File: config.mk
export PLATFORM = sky130hd
export DESIGN_NAME = cpu_clk_sched
export DESIGN_NICKNAME = d
export VERILOG_FILES = /design/src/rtl/cpu_clk_sched.sv
export SDC_FILE = /design/constraint.sdc
export NUM_CORES = 1
export LEC_CHECK = 0
export CAP_MARGIN = 20
export CORE_ASPECT_RATIO = 1.2
export CORE_UTILIZATION = 35
export DETAILED_ROUTE_END_ITERATION = 12
export PLACE_DENSITY = 0.59
export SETUP_SLACK_MARGIN = 0.3
export SLEW_MARGIN = 5
export SYNTH_ARGS = -nofsm -noshare
export SYNTH_HDL_FRONTEND = slang
export SYNTH_SLANG_ARGS = --single-unit
File: constraint.sdc
create_clock -name CLK_50 -period 3.6 [get_ports CLK_50]
set_clock_uncertainty 0.2 [all_clocks]
set_input_delay 0.9 -clock CLK_50 [delete_from_list [all_inputs] [get_ports CLK_50]]
set_output_delay 0.9 -clock CLK_50 [all_outputs]
set_load 0.1 [all_outputs]
File: src/rtl/cpu_clk_sched.sv
// cpu_clk_sched: run-control scheduler for the RV32IMF core.
// Generates a registered clock-enable (CPU_CE) from CLK_50 in one of four
// run modes: halt, full-rate run, divided slow run and debounced single-step.
// SLOW-mode mode/divisor changes are deferred to the period boundary so the
// core never sees a truncated or doubled enable.
// Optional feature macro: CLK_SCHED_CE_COUNT_EN enables the 32-bit CE_COUNT
// pulse counter; when undefined CE_COUNT is tied to zero.
module cpu_clk_sched #(
  parameter int DIV_W        = 28,
  parameter int DEBOUNCE_CYC = 500000
) (
  input  logic             CLK_50,
  input  logic             RST_N,
  input  logic [1:0]       MODE,
  input  logic [DIV_W-1:0] DIV,
  input  logic             STEP_BTN,
  input  logic             HALT_REQ,
  output logic             CPU_CE,
  output logic             LED_TICK,
  output logic [1:0]       STATE,
  output logic [31:0]      CE_COUNT
);

  typedef enum logic [1:0] {
    S_HALT = 2'b00,
    S_RUN  = 2'b01,
    S_SLOW = 2'b10,
    S_STEP = 2'b11
  } state_t;

  localparam int DEB_W = (DEBOUNCE_CYC > 1) ? $clog2(DEBOUNCE_CYC) : 1;
  localparam logic [DEB_W-1:0] DEB_LAST = DEB_W'(DEBOUNCE_CYC - 1);
  localparam logic [DIV_W-1:0] DIV_ONE  = DIV_W'(1);
  localparam logic [DIV_W-1:0] DIV_ZERO = {DIV_W{1'b0}};

  // Synchronizer stages
  logic [1:0]       mode_meta_q, mode_meta_d;
  logic [1:0]       mode_sync_q, mode_sync_d;
  logic             btn_meta_q, btn_meta_d;
  logic             btn_sync_q, btn_sync_d;

  // Debouncer
  logic [DEB_W-1:0] deb_cnt_q, deb_cnt_d;
  logic             deb_level_q, deb_level_d;
  logic             step_q, step_d;

  // Run-control state and SLOW period counter
  state_t           state_q, state_d;
  state_t           mode_s;
  logic [DIV_W-1:0] per_cnt_q, per_cnt_d;
  logic [DIV_W-1:0] div_l_q, div_l_d;
  logic [DIV_W-1:0] div_in_s;
  logic             wrap_s;

  // Outputs
  logic             ce_q, ce_d;
  logic             ce_pre_s;
  logic             led_q, led_d;

  // Synchronizer next values: plain two-stage shift of the async inputs
  always_comb begin
    mode_meta_d = MODE;
    mode_sync_d = mode_meta_q;
    btn_meta_d  = STEP_BTN;
    btn_sync_d  = btn_meta_q;
  end

  // Debouncer: count consecutive cycles the button disagrees with the level
  always_comb begin
    deb_cnt_d   = deb_cnt_q;
    deb_level_d = deb_level_q;
    step_d      = 1'b0;
    if (btn_sync_q == deb_level_q) begin
      deb_cnt_d = {DEB_W{1'b0}};
    end else if (deb_cnt_q == DEB_LAST) begin
      deb_cnt_d   = {DEB_W{1'b0}};
      deb_level_d = btn_sync_q;
      step_d      = btn_sync_q;
    end else begin
      deb_cnt_d = deb_cnt_q + DEB_W'(1);
    end
  end

  // State and period counter: SLOW only moves on at its wrap boundary
  always_comb begin
    mode_s    = state_t'(mode_sync_q);
    div_in_s  = (DIV == DIV_ZERO) ? DIV_ONE : DIV;
    wrap_s    = (state_q == S_SLOW) && (per_cnt_q == (div_l_q - DIV_ONE));
    state_d   = state_q;
    per_cnt_d = DIV_ZERO;
    div_l_d   = div_l_q;
    if (state_q == S_SLOW) begin
      if (wrap_s) begin
        per_cnt_d = DIV_ZERO;
        div_l_d   = div_in_s;
        state_d   = mode_s;
      end else begin
        per_cnt_d = per_cnt_q + DIV_ONE;
      end
    end else begin
      per_cnt_d = DIV_ZERO;
      if (mode_s != state_q) begin
        state_d = mode_s;
      end else begin
        state_d = state_q;
      end
      // Entering SLOW: latch the divisor for the first period
      if (mode_s == S_SLOW) begin
        div_l_d = div_in_s;
      end else begin
        div_l_d = div_l_q;
      end
    end
  end

  // Clock-enable decode from the current state; HALT_REQ overrides everything
  always_comb begin
    case (state_q)
      S_RUN:   ce_pre_s = 1'b1;
      S_SLOW:  ce_pre_s = wrap_s;
      S_STEP:  ce_pre_s = step_q;
      S_HALT:  ce_pre_s = 1'b0;
      default: ce_pre_s = 1'b0;
    endcase
    if (HALT_REQ) begin
      ce_d = 1'b0;
    end else begin
      ce_d = ce_pre_s;
    end
    led_d = led_q ^ ce_d;
  end

  // Main register bank with synchronous active-low reset
  always_ff @(posedge CLK_50) begin
    if (!RST_N) begin
      mode_meta_q <= 2'b00;
      mode_sync_q <= 2'b00;
      btn_meta_q  <= 1'b0;
      btn_sync_q  <= 1'b0;
      deb_cnt_q   <= {DEB_W{1'b0}};
      deb_level_q <= 1'b0;
      step_q      <= 1'b0;
      state_q     <= S_HALT;
      per_cnt_q   <= DIV_ZERO;
      div_l_q     <= DIV_ONE;
      ce_q        <= 1'b0;
      led_q       <= 1'b0;
    end else begin
      mode_meta_q <= mode_meta_d;
      mode_sync_q <= mode_sync_d;
      btn_meta_q  <= btn_meta_d;
      btn_sync_q  <= btn_sync_d;
      deb_cnt_q   <= deb_cnt_d;
      deb_level_q <= deb_level_d;
      step_q      <= step_d;
      state_q     <= state_d;
      per_cnt_q   <= per_cnt_d;
      div_l_q     <= div_l_d;
      ce_q        <= ce_d;
      led_q       <= led_d;
    end
  end

`ifdef CLK_SCHED_CE_COUNT_EN
  logic [31:0] ce_count_q, ce_count_d;

  // Pulse counter next value: wraps naturally at 32 bits
  always_comb begin
    if (ce_d) begin
      ce_count_d = ce_count_q + 32'd1;
    end else begin
      ce_count_d = ce_count_q;
    end
  end

  // Pulse counter register, cleared only by reset
  always_ff @(posedge CLK_50) begin
    if (!RST_N) begin
      ce_count_q <= 32'd0;
    end else begin
      ce_count_q <= ce_count_d;
    end
  end

  assign CE_COUNT = ce_count_q;
`else
  assign CE_COUNT = 32'd0;
`endif

  assign CPU_CE   = ce_q;
  assign LED_TICK = led_q;
  assign STATE    = state_q;

endmodule

==> run_results.csv <==
group,metric,value,unit
run_status,outcome,"completed",
sta,hold_violations,0,
floorplan,ioPinCount,70,
sta,slew_viol_final,0,
clock_network,cts_buffers,9,
clock_network,cts_htree_levels,3,
floorplan,fp.dieH,137,microns
routing,wirelength,13.3,mm
synthesis,yosysWarnings,0,
global_routing,grt_start_max_net_pins,56,
floorplan,start_util,0.364,
synthesis,synth-edff-count,0,
sta,tightest_slew,0.984,ns
sta,fmax,313,MHz
routing,drtIter0Drc,274,
setup_path,worstPathMaxFanout,7,
cells_and_area,fin_area,0.00610,sq mm
sta,tns,0,ns
sta,final-setup-viol-count,0,
cells_and_area,drive_gt1_frac,0.0784,
synthesis,synthMuxAreaShare,0.0118,
global_routing,grt_usage,0.174,
sta,rsz0062_at_grt,"false",
cells_and_area,area_growth,15.0,%
clock_network,clk_latency,0.34,ns
synthesis,netlist_area,0.00531,sq mm
setup_path,r2r_slack,0.40,ns
clock_network,clockBufferDepth,2,
min_path,whs_path_depth,1,
synthesis,avgSynthCellArea,8.07,sq um
setup_path,required,3.64,ns
clock_network,cts.sinks,87,
cells_and_area,stdcell_count,889,
routing,drc,0,
synthesis,synth-seq-cells,87,
synthesis,synth_top_area_frac,0.328,
setup_path,slowest_stage,"or4_4",
cells_and_area,multi_input_area,0.00330,sq mm
clock_network,clk_pin_slew,0.07,ns
flow_run,cap_violations,0,
setup_path,cpPeakStageDelay,0.65,ns
power,ir_drop,0.000193,V
setup_path,crit_arrival,3.23,ns
synthesis,synth_top_family_by_area,"simple AND/OR/NAND/NOR gates",
synthesis,async_flop_share,0,
cells_and_area,nFillCells,1468,
routing,vias,4659,
floorplan,fp.dieW,114,microns
placed_design,dpl-instance-area,0.00573,sq mm
synthesis,synth_area_leaders,"dfxtp_1 (33%), xor2_1 (6.6%), nand2_1 (6.2%)",
routing,first_pass_iters,5,
routing,wire_per_inst,14.9,microns
cells_and_area,regArea,0.00174,sq mm
global_routing,grt_pass1_wl,21.3,mm
floorplan,fp.dieArea,0.0157,sq mm
setup_path,crit_path_cell_trace,"inv_1, ha_4, nor4b_4, nand2_2, or4_1, o21ai_1, nand4_1, or4_4, or2_2, and3_1",
synthesis,synth_fa_ha_area_frac,0.00708,
setup_path,end_kind,"flip-flop",
synthesis,synth-compound-area-share,0.144,
placed_design,gp_congestion,0.841,
synthesis,synth_top_flop_cell,"dfxtp_1",
cells_and_area,nNetsFinal,721,
power,p_leak,2.30,nW
clock_network,holdBufCountCts,0,
synthesis,syn_inst,657,
synthesis,synth-simple-area-share,0.303,
placed_design,hpwl,10.0,mm
power,power_density,446,mW/mm^2
global_routing,antenna_found_initial,0,
global_routing,overflow,0,
placed_design,dp.cells,872,
synthesis,synth_top_cell_by_area,"dfxtp_1",
setup_path,rr_worst_depth,10,
sta,timing.slew.headroom,0.344,
clock_network,cts_tree,"done",
synthesis,synth_cell_type_count,60,
sta,fin_crit,3.20,ns
setup_path,cp-start-kind,"flip-flop",
sta,fin_crit_sh,0.888,
global_routing,grt_pass1_vias,4479,
placed_design,numPortBuffers,37,
routing,ant_nets,0,
synthesis,synth_xor_xnor_area_share,0.121,
min_path,min_path_type,"flip-flop to flip-flop",
setup_path,crit_type,"flip-flop to flip-flop",
cells_and_area,n_antenna_cell,0,
synthesis,synth-seq-area-share,0.328,
floorplan,core,0.0146,sq mm
floorplan,rows,48,
clock_network,cts_root_buffer,"clkbuf_16",
routing,via_per_inst,5.24,
-- cell families after synthesis --
group / after synthesis
AO/OA/AOI/OAI: 95
XOR/XNOR: 73
adder cells (fa/ha/maj): 3
buffers and inverters: 75
flip-flops: 87
multiplexers: 6
other: 1
AND/OR/NAND/NOR: 317
-- Yosys cell counts, types with 2 or more instances --
master / instances
or3_1: 4
ha_1: 3
o311ai_1: 28
mux2_2: 2
nor3b_1: 3
o21ai_0: 6
buf_6: 6
and3b_1: 2
a211o_1: 3
nand4_1: 7
nor3_1: 15
nand3b_1: 3
xor2_1: 40
dfxtp_1: 87
nor2_1: 72
or4_1: 2
nor2b_1: 5
mux2i_1: 4
a211oi_1: 2
buf_4: 32
buf_2: 4
xnor2_1: 33
a41oi_1: 2
a21oi_1: 11
nand2_2: 2
nand2b_1: 2
and2_1: 12
a2bb2oi_1: 27
nand3_1: 24
and4_1: 4
nand2_1: 88
clkbuf_1: 25
nor4_1: 20
and4b_1: 2
nor4b_1: 2
inv_1: 8
and3_1: 42
-- path summary, 6_finish.rpt --
check                                 start                      end
setup reg to reg    div_l_q[0]$_SDFFE_PN1P_  per_cnt_q[1]$_SDFF_PP0_
hold / removal    mode_meta_q[1]$_SDFF_PN0_     mode_s[1]$_SDFF_PN0_
hold reg to reg   mode_meta_q[1]$_SDFF_PN0_     mode_s[1]$_SDFF_PN0_
setup / recovery    div_l_q[0]$_SDFFE_PN1P_  per_cnt_q[1]$_SDFF_PP0_
-- where the power goes --
part	leakage [nW]	internal (W)	switching (W)
registers	0.705	0.00100	0.0000576
clock network	0.141	0.000495	0.000409
logic	1.45	0.000249	0.000507
total	2.30	0.00175	0.000973
-- area by class of cell --
cell class	instances	share of cell area
inverters	8	0.00492
well taps	200	0.0410
clock inverters	5	0.00656
repair buffers	52	0.0820
flip-flops and latches	87	0.285
clock buffers	11	0.0398
multi-input cells	526	0.540
-- metrics by stage --
step	hold WS [ns]	utilization	power, W	setup slack (ns)
3_5_place_dp	0.221	0.392	0.00180	0.0711
4_1_cts	0.238	0.412	0.00271	0.318
2_1_floorplan	0.212	-	0.00165	0.409
6_report	0.233	0.418	0.00272	0.405
3_3_place_gp	0.215	0.392	0.00179	0.146
5_1_grt	0.252	0.418	0.00284	0.304
-- layer usage --
metal  track usage  wire (microns)  up-vias
li1              -               -     2333
met1         0.199            5600     2203
met4        0.0815             367        0
met3        0.0310             423       31
met2         0.311            6870       92
met5             0               0        -
-- what timing repair did --
| item | in CTS | in global routing |
|---|---|---|
| gates resized for setup | 2 | 13 |
| endpoints found under the setup margin | 59 | 59 |
| pin swaps | 0 | 1 |
| buffers inserted | 0 | 1 |
-- sequential cells by signal, indices dropped and copies added, names as in the netlist --
signal,flops
div_l_q,28
per_cnt_q,28
deb_cnt_q,19
STATE,2
mode_meta_q,2
mode_s,2
CPU_CE,1
LED_TICK,1
btn_meta_q,1
btn_sync_q,1
deb_level_q,1
step_q,1
-- worst max-delay path, delay by kind of cell, from the launching register on --
family          cells  cell delay (ns)
compound gates      1             0.16
fa+ha+maj           1             0.18
buf+inv             1             0.13
flops               1             0.35
simple gates        7             2.06
-- cell usage in the layout, fill, tap and decap left out, drive strengths merged, types with 8 or more instances in the layout --
master	count
o311ai	29
nand3	24
o21ai	8
clkdlybuf4s50	32
clkbuf	11
nor2	72
a21oi	11
nor3	15
and3	42
inv	11
xnor2	33
a2bb2oi	27
xor2	40
nand4	8
buf	20
dfxtp	87
conb	32
nor4	21
nand2	90
and2	12
Note: power is estimated with default switching activity, not from simulation.
